`src/rtl/bp_pkg.sv`:
```
// Shared branch-predictor types: direction constants, 2-bit counter states, entry layout.
package bp_pkg;

  localparam logic BP_TAKEN     = 1'b1;
  localparam logic BP_NOT_TAKEN = 1'b0;

  localparam int unsigned BP_PC_W = 8;

  typedef enum logic [1:0] {
    BpStrongNotTaken = 2'b00,
    BpWeakNotTaken   = 2'b01,
    BpWeakTaken      = 2'b10,
    BpStrongTaken    = 2'b11
  } bp_ctr_e;

  typedef struct packed {
    logic [BP_PC_W-1:0] pc;
    logic               taken;
  } bp_entry_t;

endpackage

```
`src/rtl/bp_resolve_fifo.sv`:
```
// In-order prediction FIFO: extra-MSB pointers, push/pop, clear (rd snaps to wr).
module bp_resolve_fifo #(
  parameter int unsigned DEPTH = 4,
  parameter int unsigned WIDTH = 9
) (
  input  logic             clk,
  input  logic             rst,
  input  logic             i_push,
  input  logic             i_pop,
  input  logic             i_clear,
  input  logic [WIDTH-1:0] i_wdata,
  output logic [WIDTH-1:0] o_rdata,
  output logic             o_full,
  output logic             o_empty
);

  localparam int unsigned AW = $clog2(DEPTH);

  logic [AW:0]      r_wr_ptr;
  logic [AW:0]      r_rd_ptr;
  logic [WIDTH-1:0] r_mem [DEPTH];
  logic             w_do_push;
  logic             w_do_pop;

  assign o_full    = (r_wr_ptr[AW] != r_rd_ptr[AW]) && (r_wr_ptr[AW-1:0] == r_rd_ptr[AW-1:0]);
  assign o_empty   = (r_wr_ptr == r_rd_ptr);
  assign w_do_push = i_push && !o_full && !i_clear;
  assign w_do_pop  = i_pop && !o_empty;
  assign o_rdata   = r_mem[r_rd_ptr[AW-1:0]];

  // Clear wins over push and pop: wrong-path entries and any same-cycle push are dropped.
  always_ff @(posedge clk or posedge rst) begin
    if (rst) begin
      r_wr_ptr <= '0;
      r_rd_ptr <= '0;
    end else if (i_clear) begin
      r_rd_ptr <= r_wr_ptr;
    end else begin
      if (w_do_push) r_wr_ptr <= r_wr_ptr + 1'b1;
      if (w_do_pop)  r_rd_ptr <= r_rd_ptr + 1'b1;
    end
  end

  always_ff @(posedge clk) begin
    if (w_do_push) r_mem[r_wr_ptr[AW-1:0]] <= i_wdata;
  end

endmodule

```
`src/rtl/bp_resolve_queue.sv`:
```
// Retires in-flight predictions against actual outcomes; registered train/mispredict pulses.
// Define BP_RESOLVE_STATS_EN to build the saturating correct/mispredict counters.
module bp_resolve_queue
  import bp_pkg::*;
#(
  parameter int unsigned DEPTH = 4,
  parameter int unsigned PC_W  = 8,
  parameter int unsigned CNT_W = 16
) (
  input  logic             clk,
  input  logic             rst,
  input  logic             i_pred_valid,
  output logic             o_pred_ready,
  input  logic             i_pred_taken,
  input  logic [PC_W-1:0]  i_pred_pc,
  input  logic             i_res_valid,
  input  logic             i_res_taken,
  output logic             o_upd_valid,
  output logic [PC_W-1:0]  o_upd_pc,
  output logic             o_upd_taken,
  output logic             o_mispredict,
  output logic             o_flush,
  output logic             o_orphan,
  output logic             o_empty,
  output logic             o_full,
  output logic [CNT_W-1:0] o_correct_cnt,
  output logic [CNT_W-1:0] o_mispred_cnt
);

  logic [PC_W:0]   w_head;
  logic            w_push;
  logic            w_pop;
  logic            w_mis;
  logic            r_upd_valid;
  logic [PC_W-1:0] r_upd_pc;
  logic            r_upd_taken;
  logic            r_mispredict;
  logic            r_orphan;

  assign o_pred_ready = !o_full;
  assign w_push       = i_pred_valid && o_pred_ready;
  assign w_pop        = i_res_valid && !o_empty;
  assign w_mis        = w_pop && (w_head[0] != i_res_taken);

  bp_resolve_fifo #(
    .DEPTH (DEPTH),
    .WIDTH (PC_W + 1)
  ) u_fifo (
    .clk     (clk),
    .rst     (rst),
    .i_push  (w_push),
    .i_pop   (w_pop),
    .i_clear (w_mis),
    .i_wdata ({i_pred_pc, i_pred_taken}),
    .o_rdata (w_head),
    .o_full  (o_full),
    .o_empty (o_empty)
  );

  always_ff @(posedge clk or posedge rst) begin
    if (rst) begin
      r_upd_valid  <= 1'b0;
      r_upd_pc     <= '0;
      r_upd_taken  <= 1'b0;
      r_mispredict <= 1'b0;
      r_orphan     <= 1'b0;
    end else begin
      r_upd_valid  <= w_pop;
      r_upd_pc     <= w_pop ? w_head[PC_W:1] : '0;
      r_upd_taken  <= w_pop ? i_res_taken : BP_NOT_TAKEN;
      r_mispredict <= w_mis;
      r_orphan     <= i_res_valid && o_empty;
    end
  end

  assign o_upd_valid  = r_upd_valid;
  assign o_upd_pc     = r_upd_pc;
  assign o_upd_taken  = r_upd_taken;
  assign o_mispredict = r_mispredict;
  assign o_flush      = r_mispredict;
  assign o_orphan     = r_orphan;

`ifdef BP_RESOLVE_STATS_EN
  logic [CNT_W-1:0] r_correct_cnt;
  logic [CNT_W-1:0] r_mispred_cnt;

  always_ff @(posedge clk or posedge rst) begin
    if (rst) begin
      r_correct_cnt <= '0;
      r_mispred_cnt <= '0;
    end else if (w_pop) begin
      if (!w_mis && (r_correct_cnt != '1)) r_correct_cnt <= r_correct_cnt + 1'b1;
      if (w_mis && (r_mispred_cnt != '1))  r_mispred_cnt <= r_mispred_cnt + 1'b1;
    end
  end

  assign o_correct_cnt = r_correct_cnt;
  assign o_mispred_cnt = r_mispred_cnt;
`else
  assign o_correct_cnt = '0;
  assign o_mispred_cnt = '0;
`endif

endmodule

```
`config.mk`:
```
export PLATFORM = sky130hd
export DESIGN_NAME = bp_resolve_queue
export DESIGN_NICKNAME = d
export VERILOG_FILES = /design/src/rtl/bp_pkg.sv /design/src/rtl/bp_resolve_fifo.sv /design/src/rtl/bp_resolve_queue.sv
export SDC_FILE = /design/constraint.sdc
export NUM_CORES = 1
export LEC_CHECK = 0
export ABC_AREA = 1
export CAP_MARGIN = 20
export CORE_MARGIN = 2
export CORE_UTILIZATION = 25
export DETAILED_ROUTE_END_ITERATION = 7
export PLACE_DENSITY = 0.56
export SYNTH_ARGS = -nofsm -noshare
export SYNTH_HDL_FRONTEND = slang
export SYNTH_SLANG_ARGS = --single-unit
export TNS_END_PERCENT = 5
```
`constraint.sdc`:
```
create_clock -name clk -period 2.33 [get_ports clk]
set_clock_uncertainty 0.05 [all_clocks]
set_input_delay 0.233 -clock clk [delete_from_list [all_inputs] [get_ports clk]]
set_output_delay 0.233 -clock clk [all_outputs]
set_load 0.02 [all_outputs]
```
==> out/qor.csv <==
metric;value;unit
crit path kind;reg -> out;
total CTS buffers;5;
Placement Cell Area;2870;um2
adder-cell share of the synthesized area;0.0248;
post-synthesis xor/xnor area fraction;0.00347;
H-tree Lvls;2;
Routed Antenna Nets;0;
cells on worst reg2reg path;8;
Seq/Total Area, Yosys;0.606;
Final Max Slew Viols;0;
Die W;105;um
Mapped Area;2530;um2
DRT Pass-1 Iters;4;
total grt overflow;0;
gate count of the mapped netlist;230;
Pwr Density;1160;nW/um2
RSZ-0062 raised after global routing;no;
largest net degree at the start of global routing;21;
layout cells sized above 1;0.131;
final setup violation count;0;
Synth Area in Simple Gates;0.162;
Nets;286;
CTS tree;done;
initial core utilization;0.258;
clock sink count;54;
number of buffers added on ports;29;
crit-path max FO;6;
critical path capture point type;output port;
VDD IR max;0.341;mV
die area;10900;um2
fin crit share;0.944;
final worst path period need;2.20;ns
Clk Latency, worst-skew pair;0.30;ns
GRT Util Overall;0.0863;
first-pass GRT wire length;7.19;mm
Area Growth Syn to Fin;17.3;%
hpwl dp;3.19;mm
via count;1539;
Final TNS setup;0;ns
total setup buffers inserted after CTS;0;
CP Data Required Time;2.05;ns
initial antenna violation count;0;
Max Fclk;455;MHz
Syn Area/Cell;11.0;um2
Max Cap Violations;0;
final hold violation count;0;
core area;9770;um2
Routed WL per cell;11.2;um
Die Y;105;um
crit-path max cell delay;0.59;ns
Synth Warn #;0;
combinational family with the most area after synthesis;simple AND/OR/NAND/NOR gates;
final WL;4.50;mm
CP arrival;1.92;ns
vias in the first global route;1418;
flops & latches, synth;54;
Clock Root Buffer;clkbuf_8;
row cnt;36;
diodes inserted;0;
Clock Path Buffers;2;
Placer Congestion;0.786;
IO Pins;62;
synth unique cells;24;
leakage;1.26;nW
HP Class;in -> async;
Clk pin slew, worst setup/hold paths;0.10;ns
vias per cell;3.84;
post-route cell area;2960;um2
post-synthesis compound-gate area fraction;0.0579;
crit path cell chain;inv_1, nand2_1, nand2_1, nand3_2, inv_1, clkdlybuf4s50_1;
post-synthesis mux area share;0;
type of origin of the critical path;flop;
CP max-delay cell;clkdlybuf4s50_1;
status;finished, final reports clean;
initial DRC count;53;
DR DRC count;0;
-- per-stage QoR --
stage	setup WS, ns	hold WS (ns)	instances	util	total power [mW]
2_1_floorplan	0.367	0.122	261	-	2.49
3_3_place_gp	0.448	0.459	393	0.294	2.95
3_5_place_dp	0.433	0.468	393	0.294	2.96
4_1_cts	0.0752	0.214	401	0.303	3.47
5_1_grt	0.0131	0.234	401	0.303	3.69
6_report	0.131	0.197	401	0.303	3.43
-- cell families after synthesis --
family / after synthesis
and+or+nand+nor: 85
buffers and inverters: 57
DFF: 54
AOI/OAI and AO/OA: 27
adders and majority gates: 5
xor gates and xnor gates: 1
other: 1
-- where the power goes --
part	total [mW]	internal (mW)	switching [mW]
clock	0.508	0.215	0.294
sequential	1.42	1.29	0.129
combinational	1.51	0.566	0.940
-- cell usage in the layout, fill, tap and decap left out --
cell,instances
conb_1,32
inv_1,14
ha_1,5
buf_4,9
inv_6,1
nand2_4,4
clkbuf_8,5
dfrtp_1,17
nand2_2,3
nand3_2,5
nand2_1,25
o21ai_4,1
inv_2,3
o21ai_0,16
nor2_1,38
inv_4,1
nor2_4,1
dlymetal6s2s_1,1
nand3_1,6
edfxtp_1,36
xor2_1,1
clkbuf_1,1
clkdlybuf4s50_1,28
nor3_1,1
nand4_1,2
clkinv_2,1
dfrtp_2,1
a21oi_1,10
-- worst max-delay path: cells and delay by family, from the launching register on --
kind,cells,cell delay (ns)
flip-flops,1,0.45
AND/OR/NAND/NOR,3,0.33
buffers and inverters,3,0.83
-- flip-flops by register name (all words and copies together), names as in the netlist --
| register | flops |
|---|---|
| u_fifo.r_wr_ptr | 3 |
| o_upd_valid | 1 |
| u_fifo.r_mem | 36 |
| o_upd_taken | 1 |
| u_fifo.r_rd_ptr | 3 |
| o_orphan | 1 |
| o_flush | 1 |
| o_upd_pc | 8 |
-- timing repair --
item                       in CTS  in global routing
hold buffers                    0                  0
resized for setup               0                  2
setup endpoints to repair       0                  2
-- final cells by class --
cell class	instances	area, um2
fill	1011	6810
sequential	54	1530
multi-input combinational	150	747
timing repair buffer	38	360
tap	133	166
clock buffer	6	72.6
inverter	18	70.1
clock inverter	2	13.8
-- Yosys cell counts --
master    number  share of area
a21oi_1       10          0.020
buf_2          1         0.0020
buf_4         35           0.10
buf_6          2         0.0089
clkbuf_1       1         0.0015
conb_1         1         0.0015
dfrtp_1       18           0.18
edfxtp_1      36           0.43
ha_1           5          0.025
inv_1         14          0.021
inv_2          3         0.0045
inv_4          1         0.0025
nand2_1       25          0.037
nand2_2        3         0.0074
nand2_4        4          0.018
nand3_1        6          0.012
nand3_2        5          0.020
nand4_1        2         0.0050
nor2_1        38          0.056
nor2_4         1         0.0045
nor3_1         1         0.0020
o21ai_0       16          0.032
o21ai_4        1         0.0064
xor2_1         1         0.0035
-- layer usage --
| metal | up-vias | wire length [um] | GRT usage |
|---|---|---|---|
| met1 | 717 | 1900 | 0.102 |
| met5 | - | 0 | 0 |
| met4 | 0 | 65 | 0.0347 |
| met2 | 57 | 2270 | 0.147 |
| li1 | 760 | - | - |
| met3 | 5 | 261 | 0.0244 |
-- path summary, 6_finish.rpt --
check,startpoint,to,slack [ns]
worst max-delay path,u_fifo.r_wr_ptr[0],o_empty,0.13
worst min-delay path,rst,o_upd_valid,0.20
worst max register to register,u_fifo.r_rd_ptr[0],u_fifo.r_mem[2][3],0.50
worst min register to register,u_fifo.r_mem[3][2],o_upd_pc[1],0.50
max in group asynchronous,rst,u_fifo.r_rd_ptr[1],1.82
min in group clk,u_fifo.r_mem[3][2],o_upd_pc[1],0.50
No activity file was read; power rests on OpenSTA's default activity.
